**src/rtl/f1_start_ctrl.sv**
```systemverilog
// Start sequencer for the F1 light FSM: paces 8 fill steps, holds for a
// pseudo-random number of ticks, issues the lights-out step, then times the driver.
module f1_start_ctrl #(
  parameter int TICK_DIV = 16,
  parameter int MIN_HOLD = 4,
  parameter int CNT_W    = 16
) (
  input  logic             clk,
  input  logic             rst,
  input  logic             trigger,
  input  logic             react_btn,
  output logic             fsm_en,
  output logic [3:0]       lights_on,
  output logic             busy,
  output logic             react_valid,
  output logic [CNT_W-1:0] react_time,
  output logic             jump_start,
  output logic             timeout
);

  localparam int TW = (TICK_DIV > 2) ? $clog2(TICK_DIV) : 1;
  localparam int HW = $clog2(MIN_HOLD + 128);

  typedef enum logic [2:0] {IDLE, ARM, HOLD, REACT, DONE} state_t;

  state_t          state;
  logic [TW-1:0]   tick;
  logic [6:0]      lfsr;
  logic            btn_q;
  logic [HW-1:0]   hold_ticks;
  logic [CNT_W-1:0] rcnt;
  logic            js_flag;

  logic btn_edge, tick_wrap;
  assign btn_edge  = react_btn & ~btn_q;
  assign tick_wrap = (tick == TW'(TICK_DIV - 1));

  always_ff @(posedge clk) begin
    if (rst) begin
      state       <= IDLE;
      tick        <= '0;
      lfsr        <= 7'h01;
      btn_q       <= 1'b0;
      hold_ticks  <= '0;
      rcnt        <= '0;
      js_flag     <= 1'b0;
      fsm_en      <= 1'b0;
      lights_on   <= 4'd0;
      busy        <= 1'b0;
      react_valid <= 1'b0;
      react_time  <= '0;
      jump_start  <= 1'b0;
      timeout     <= 1'b0;
    end else begin
      lfsr        <= {lfsr[5:0], lfsr[6] ^ lfsr[5]};
      btn_q       <= react_btn;
      fsm_en      <= 1'b0;
      react_valid <= 1'b0;
      case (state)
        IDLE: begin
          if (trigger) begin
            state     <= ARM;
            tick      <= '0;
            lights_on <= 4'd0;
            js_flag   <= 1'b0;
            busy      <= 1'b1;
          end
        end
        ARM: begin
          if (btn_edge) js_flag <= 1'b1;
          if (tick_wrap) begin
            tick      <= '0;
            fsm_en    <= 1'b1;
            lights_on <= lights_on + 4'd1;
            if (lights_on == 4'd7) begin
              state      <= HOLD;
              hold_ticks <= HW'(MIN_HOLD) + HW'(lfsr);
            end
          end else begin
            tick <= tick + 1'b1;
          end
        end
        HOLD: begin
          // An edge on the lights-out cycle itself is a jump start, not a reaction.
          if (btn_edge) js_flag <= 1'b1;
          if (tick_wrap) begin
            tick <= '0;
            if (hold_ticks == HW'(1)) begin
              fsm_en    <= 1'b1;
              lights_on <= 4'd0;
              rcnt      <= '0;
              state     <= REACT;
            end else begin
              hold_ticks <= hold_ticks - 1'b1;
            end
          end else begin
            tick <= tick + 1'b1;
          end
        end
        REACT: begin
          if (btn_edge || rcnt == '1) begin
            state       <= DONE;
            react_valid <= 1'b1;
            react_time  <= rcnt;
            timeout     <= ~btn_edge;
            jump_start  <= js_flag;
          end else begin
            rcnt <= rcnt + 1'b1;
          end
        end
        DONE: begin
          state <= IDLE;
          busy  <= 1'b0;
        end
        default: begin
          state <= IDLE;
          busy  <= 1'b0;
        end
      endcase
    end
  end

endmodule
```
**config.mk**
```make
export PLATFORM = sky130hd
export DESIGN_NAME = f1_start_ctrl
export DESIGN_NICKNAME = d
export VERILOG_FILES = /design/src/rtl/f1_start_ctrl.sv
export SDC_FILE = /design/constraint.sdc
export NUM_CORES = 1
export LEC_CHECK = 0
export BUFFER_PORTS_ARGS = -buffer_cell sky130_fd_sc_hd__buf_2
export CORE_MARGIN = 2
export CORE_UTILIZATION = 45
export CTS_BUF_LIST = sky130_fd_sc_hd__clkbuf_8 sky130_fd_sc_hd__clkbuf_16
export DETAILED_ROUTE_END_ITERATION = 16
export PLACE_DENSITY_LB_ADDON = 0.12
export SYNTH_ARGS = -nofsm -noshare
export SYNTH_HDL_FRONTEND = slang
export SYNTH_SLANG_ARGS = --single-unit
```
**constraint.sdc**
```tcl
create_clock -name clk -period 2.25 [get_ports clk]
set_input_delay 0.1125 -clock clk [delete_from_list [all_inputs] [get_ports clk]]
set_output_delay 0.1125 -clock clk [all_outputs]
set_load 0.05 [all_outputs]
```
; ---- Word level (Yosys, flattened, before mapping)
; Cells that the tools add are included.
[classes]
n_addsub = 5
n_eq_ne = 16
mux = 33
n_bitwise = 6
reduce_logical = 17
[ops]
columns = operator, count
row1 = $mux W16, 3
row2 = $mux W8, 4
row3 = $pmux W16 S2, 1
row4 = $mux W4, 5
row5 = $mux W3, 6
row6 = $add A16 B1 Y16 const B, 1
row7 = $eq A16 B16 Y1 const B, 1
row8 = $ne A2 B2 Y1 const B, 8
row9 = $pmux W8 S2, 1
row10 = $pmux W3 S4, 1
row11 = $pmux W4 S3, 1
row12 = $reduce_and A5 Y1, 2
row13 = $add A3 B7 Y8 const A, 1
row14 = $add A4 B1 Y4 const B, 2
row15 = $eq A8 B1 Y1 const B, 1
row16 = $pmux W4 S2, 1
row17 = $sub A8 B1 Y8 const B, 1
row18 = $mux W1, 7
row19 = $eq A3 B2 Y1 const B, 2
row20 = $pmux W1 S2, 3
row21 = $reduce_and A2 Y1, 3
row22 = $reduce_and A6 Y1, 1
row23 = $reduce_bool A2 Y1, 3
row24 = $eq A4 B3 Y1 const B, 1
row25 = 13 further kinds, 17
[word_totals]
regBits = 65
inputBits = 4
output_inout_bits = 25
elab_cells = 91

; ---- Longest topological paths before layout
[logic_depth]
word_depth = 5
mapped_depth = 7
ltp_nobuf = 7

; ---- Worst setup path before layout
; OpenSTA, ideal clock, no wires.
[synth_timing]
path_kind = flip-flop to flip-flop
from = register lights_on[0]
to = register hold_ticks[0]
setup_time_ns = 0.095
arrival_time_ns = 1.749
t_required_ns = 2.155
setup_slack_ns = 0.405
stages_incl_launch_ff = 7
path_buffers = 0
synth_period_minus_slack_ns = 1.845
cell_sequence = dfxtp_1 > ha_1 > nand4b_1 > nor2_1 > o21a_1 > o21ai_0 > a221oi_1
[synth_via]
elab_chain_cells = 3
[synth_lines]
columns = item, line_no
row1 = from (decl), 13  ; output logic [3:0] lights_on,
row2 = from (signal assigned), 74  ; lights_on <= lights_on + 4'd1;
row3 = $eq A4 B3 Y1, 75  ; if (lights_on == 4'd7) begin
row4 = $ne A2 B2 Y1 (no source line), n/a
row5 = $reduce_and A5 Y1 (no source line), n/a
row6 = to (signal assigned), 77  ; hold_ticks <= HW'(MIN_HOLD) + HW'(lfsr);
row7 = to (signal assigned), 94  ; hold_ticks <= hold_ticks - 1'b1;
row8 = to (decl), 30  ; logic [HW-1:0] hold_ticks;
; No other way between the ends.
; A chain may end at the register's enable or synchronous reset.

; ---- Worst setup path after layout
[layout_timing]
from = register hold_ticks[1]
to = register rcnt[14]
[layout_via]
elab_chain_cells = 3
[layout_lines]
columns = item, line_no
row1 = $eq A8 B1 Y1, 88  ; if (hold_ticks == HW'(1)) begin
row2 = $ne A2 B2 Y1 (no source line), n/a
row3 = $reduce_and A4 Y1 (no source line), n/a
row4 = to (signal assigned), 108  ; rcnt <= rcnt + 1'b1;
row5 = to (decl), 31  ; logic [CNT_W-1:0] rcnt;
; No other way between the ends.

==> reports/metrics.cfg <==
[run_status]
outcome=complete, no violations

[worst_setup_path]
cp-start-kind=register
crit_arrival_ns=2.28
cp.required_ns=2.49
worstPathCellList=inv_1 > ha_1 > nor3b_2 > nand2_2 > o32ai_4 > nand2_1 > a32o_1
crit_slowest_cell=o32ai_4
cpPeakStageDelay_ns=0.59
cp-end-kind=register
cp_max_fo=10
worstSetupPathType=reg2reg

[yosys]
synth_top_family_by_area=simple AND/OR/NAND/NOR gates
synth_edf_count=0
synth_xor_area_share_pct=3.11
synth_top_area_share_pct=42.1
synth_cell_type_count=61
synth_most_common_cell=dfxtp_1
ys_top_cells_by_area=dfxtp_1 42%, mux2i_1 5.8%, nor2_1 5.6%
yosys.area_share.adder_pct=2.83
ys_warn_count=0
yosysSeqAreaShare_pct=42.1
syn_nets=355
netlist.top_cell.by_area=dfxtp_1
synth_common_cells=65 x dfxtp_1, 46 x nor2_1, 20 x o21ai_0, 19 x a21oi_1, 19 x nand2_1
yosys.area_share.simple_pct=25.1
synth-seq-cells=65
async_flop_share_pct=0
synth_ff_type=dfxtp_1
postSynthAreaPerCell_um2=8.99
synthesis.area_mm2=0.00309
synth_cells=344
synth_compound_area_share_pct=17.4
synth.area.mux_share_pct=6.31

[clock_network]
cts_tree=yes
ctsHoldBuffers=1
h-tree-depth=3
clkLatencyLatePin_ns=0.35
cts_resized=0
root_buffer=clkbuf_8
cts_sinks=65
clock_path_buffers=2
cts_buffers=9
postCtsSetupBuffers=0
clkTransAtPathRegs_ns=0.08

[detailed_routing]
viasPerCell=5.56
top_layer_used=met4
remaining_drc_errors=0
finalWirelength_um=6640
wire_per_inst_um=14.3
vias=2581
antenna_left=0
m1WireLength_um=3160
dr_wl_met3_um=234
wl_met2_um=3120
drt_iter0_drc=80
drtPass1Iterations=4

[sta]
max_freq_mhz=490
drv_slew=0
final.setup.worst_slack_ns=0.209
hold-worst-slack_ns=0.114
report.final.setup_viol=0
rsz0062_at_grt=false
worst-slew-pin-transition_ns=0.593
layout_min_cycle_time_ns=2.04
slew_headroom_pct=60.5
setup_tns_ns=0
fin_skew_ns=0.0110
hold_violations=0
finalCritPeriodShare_pct=90.7

[final_layout]
diodes=0
drive_gt1_share_pct=20.3
fillers=642
areaGrowthSynthToFinish_pct=15.1
fin_area_mm2=0.00356
finalNetCount=390

[global_routing]
grt_pass1_wl_um=11500
overflow=0
antenna_found_initial=0
grt_start_max_net_pins=54
grt_pass1_vias=2410
grt.total_usage_pct=19.2

[placement]
pre_cts_ws_ns=0.237
numPortBuffers=28
placed_area_mm2=0.00335
dp_hpwl_um=4550
routabilityCongestion=0.832

[floorplanning]
die_h_um=86.9
die_x_um=86.9
rows=30
io_pins=29
initial_core_util_pct=46.0
die-area_mm2=0.00755
core-area_mm2=0.00672

[power]
p_leak_uw=0.00151
powerDensity_mw_per_mm2=752
irDropWorstVdd_mv=0.533
finalPower_uw=2680

[min_path]
hold_class=in2reg

[run]
cap_violations=0

==> layout make-up <==
cell class              count  area (µm²)  share of cell area [%]
multi-input cells         256        1700                    47.6
flip-flops and latches     65        1300                    36.5
repair buffers             41         240                    6.75
clock buffers               9         124                    3.48
well taps                  80         100                    2.81
clock inverters             7        77.6                    2.18
inverters                   6        22.5                   0.632
==> sequential cells by signal, indices dropped and copies added (netlist names) <==
| name | count |
|---|---|
| fsm_en | 1 |
| btn_q | 1 |
| lfsr | 7 |
| react_time | 16 |
| hold_ticks | 8 |
| timeout | 1 |
| rcnt | 16 |
| js_flag | 1 |
| busy | 1 |
| state | 3 |
| tick | 4 |
| react_valid | 1 |
| jump_start | 1 |
| lights_on | 4 |
==> layout by cell type (no fill, tap or decap), types with 6 or more instances in the layout <==
cell type,n
inv_1,6
nor2b_1,13
a21oi_1,19
mux2i_1,18
o21ai_0,20
nor2_1,46
nand4_1,9
clkbuf_8,9
dfxtp_1,65
nand2_1,19
buf_4,12
xor2_1,7
buf_2,28
nand3_1,11
nor3_1,9
ha_1,7
==> path summary, 6_finish.rpt <==
| path | slack (ns) | start | end | cells past startpoint |
|---|---|---|---|---|
| worst max-delay path | 0.21 | hold_ticks[1]$_SDFFE_PP0P_ | rcnt[14]$_SDFFE_PP0P_ | 7 |
| worst max register to register | 0.21 | hold_ticks[1]$_SDFFE_PP0P_ | rcnt[14]$_SDFFE_PP0P_ | 7 |
| worst min-delay path | 0.11 | trigger | js_flag$_SDFFE_PP0P_ | 3 |
| worst min register to register | 0.47 | lfsr[1]$_SDFF_PP0_ | lfsr[2]$_SDFF_PP0_ | 1 |
==> metrics by stage <==
stage | cells | util [%]
detailed placement | 447 | 49.9
global placement | 447 | 49.9
CTS | 464 | 53.0
floorplan | 344 | -
global route | 464 | 53.0
finish | 464 | 53.0
==> critical path, delay by kind of cell, from the launching register on <==
kind	cells	cell delay (ns)
flip-flops	1	0.32
AND/OR/NAND/NOR	3	0.52
adder cells (fa/ha/maj)	1	0.14
AO/OA/AOI/OAI	2	0.86
buffers and inverters	1	0.10
==> routing by layer <==
| layer | vias up | track usage (%) |
|---|---|---|
| li1 | 1319 | - |
| met1 | 1203 | 24.7 |
| met2 | 46 | 30.1 |
| met3 | 13 | 6.54 |
| met4 | 0 | 6.68 |
| met5 | - | 0 |
==> power breakdown <==
part	internal, µW	switching (µW)
Clock	520	492
Combinational	155	278
Sequential	1190	40.1
Total	1870	810
==> cells by family (layout without fill, tap and decap cells) <==
kind of cell,count (synthesis),count (layout)
flops,65,65
compound gates,78,78
mux,19,19
fa+ha+maj,7,7
simple gates,141,141
buf+inv,23,63
xor+xnor,11,11
No activity file was read; power rests on OpenSTA's default activity.
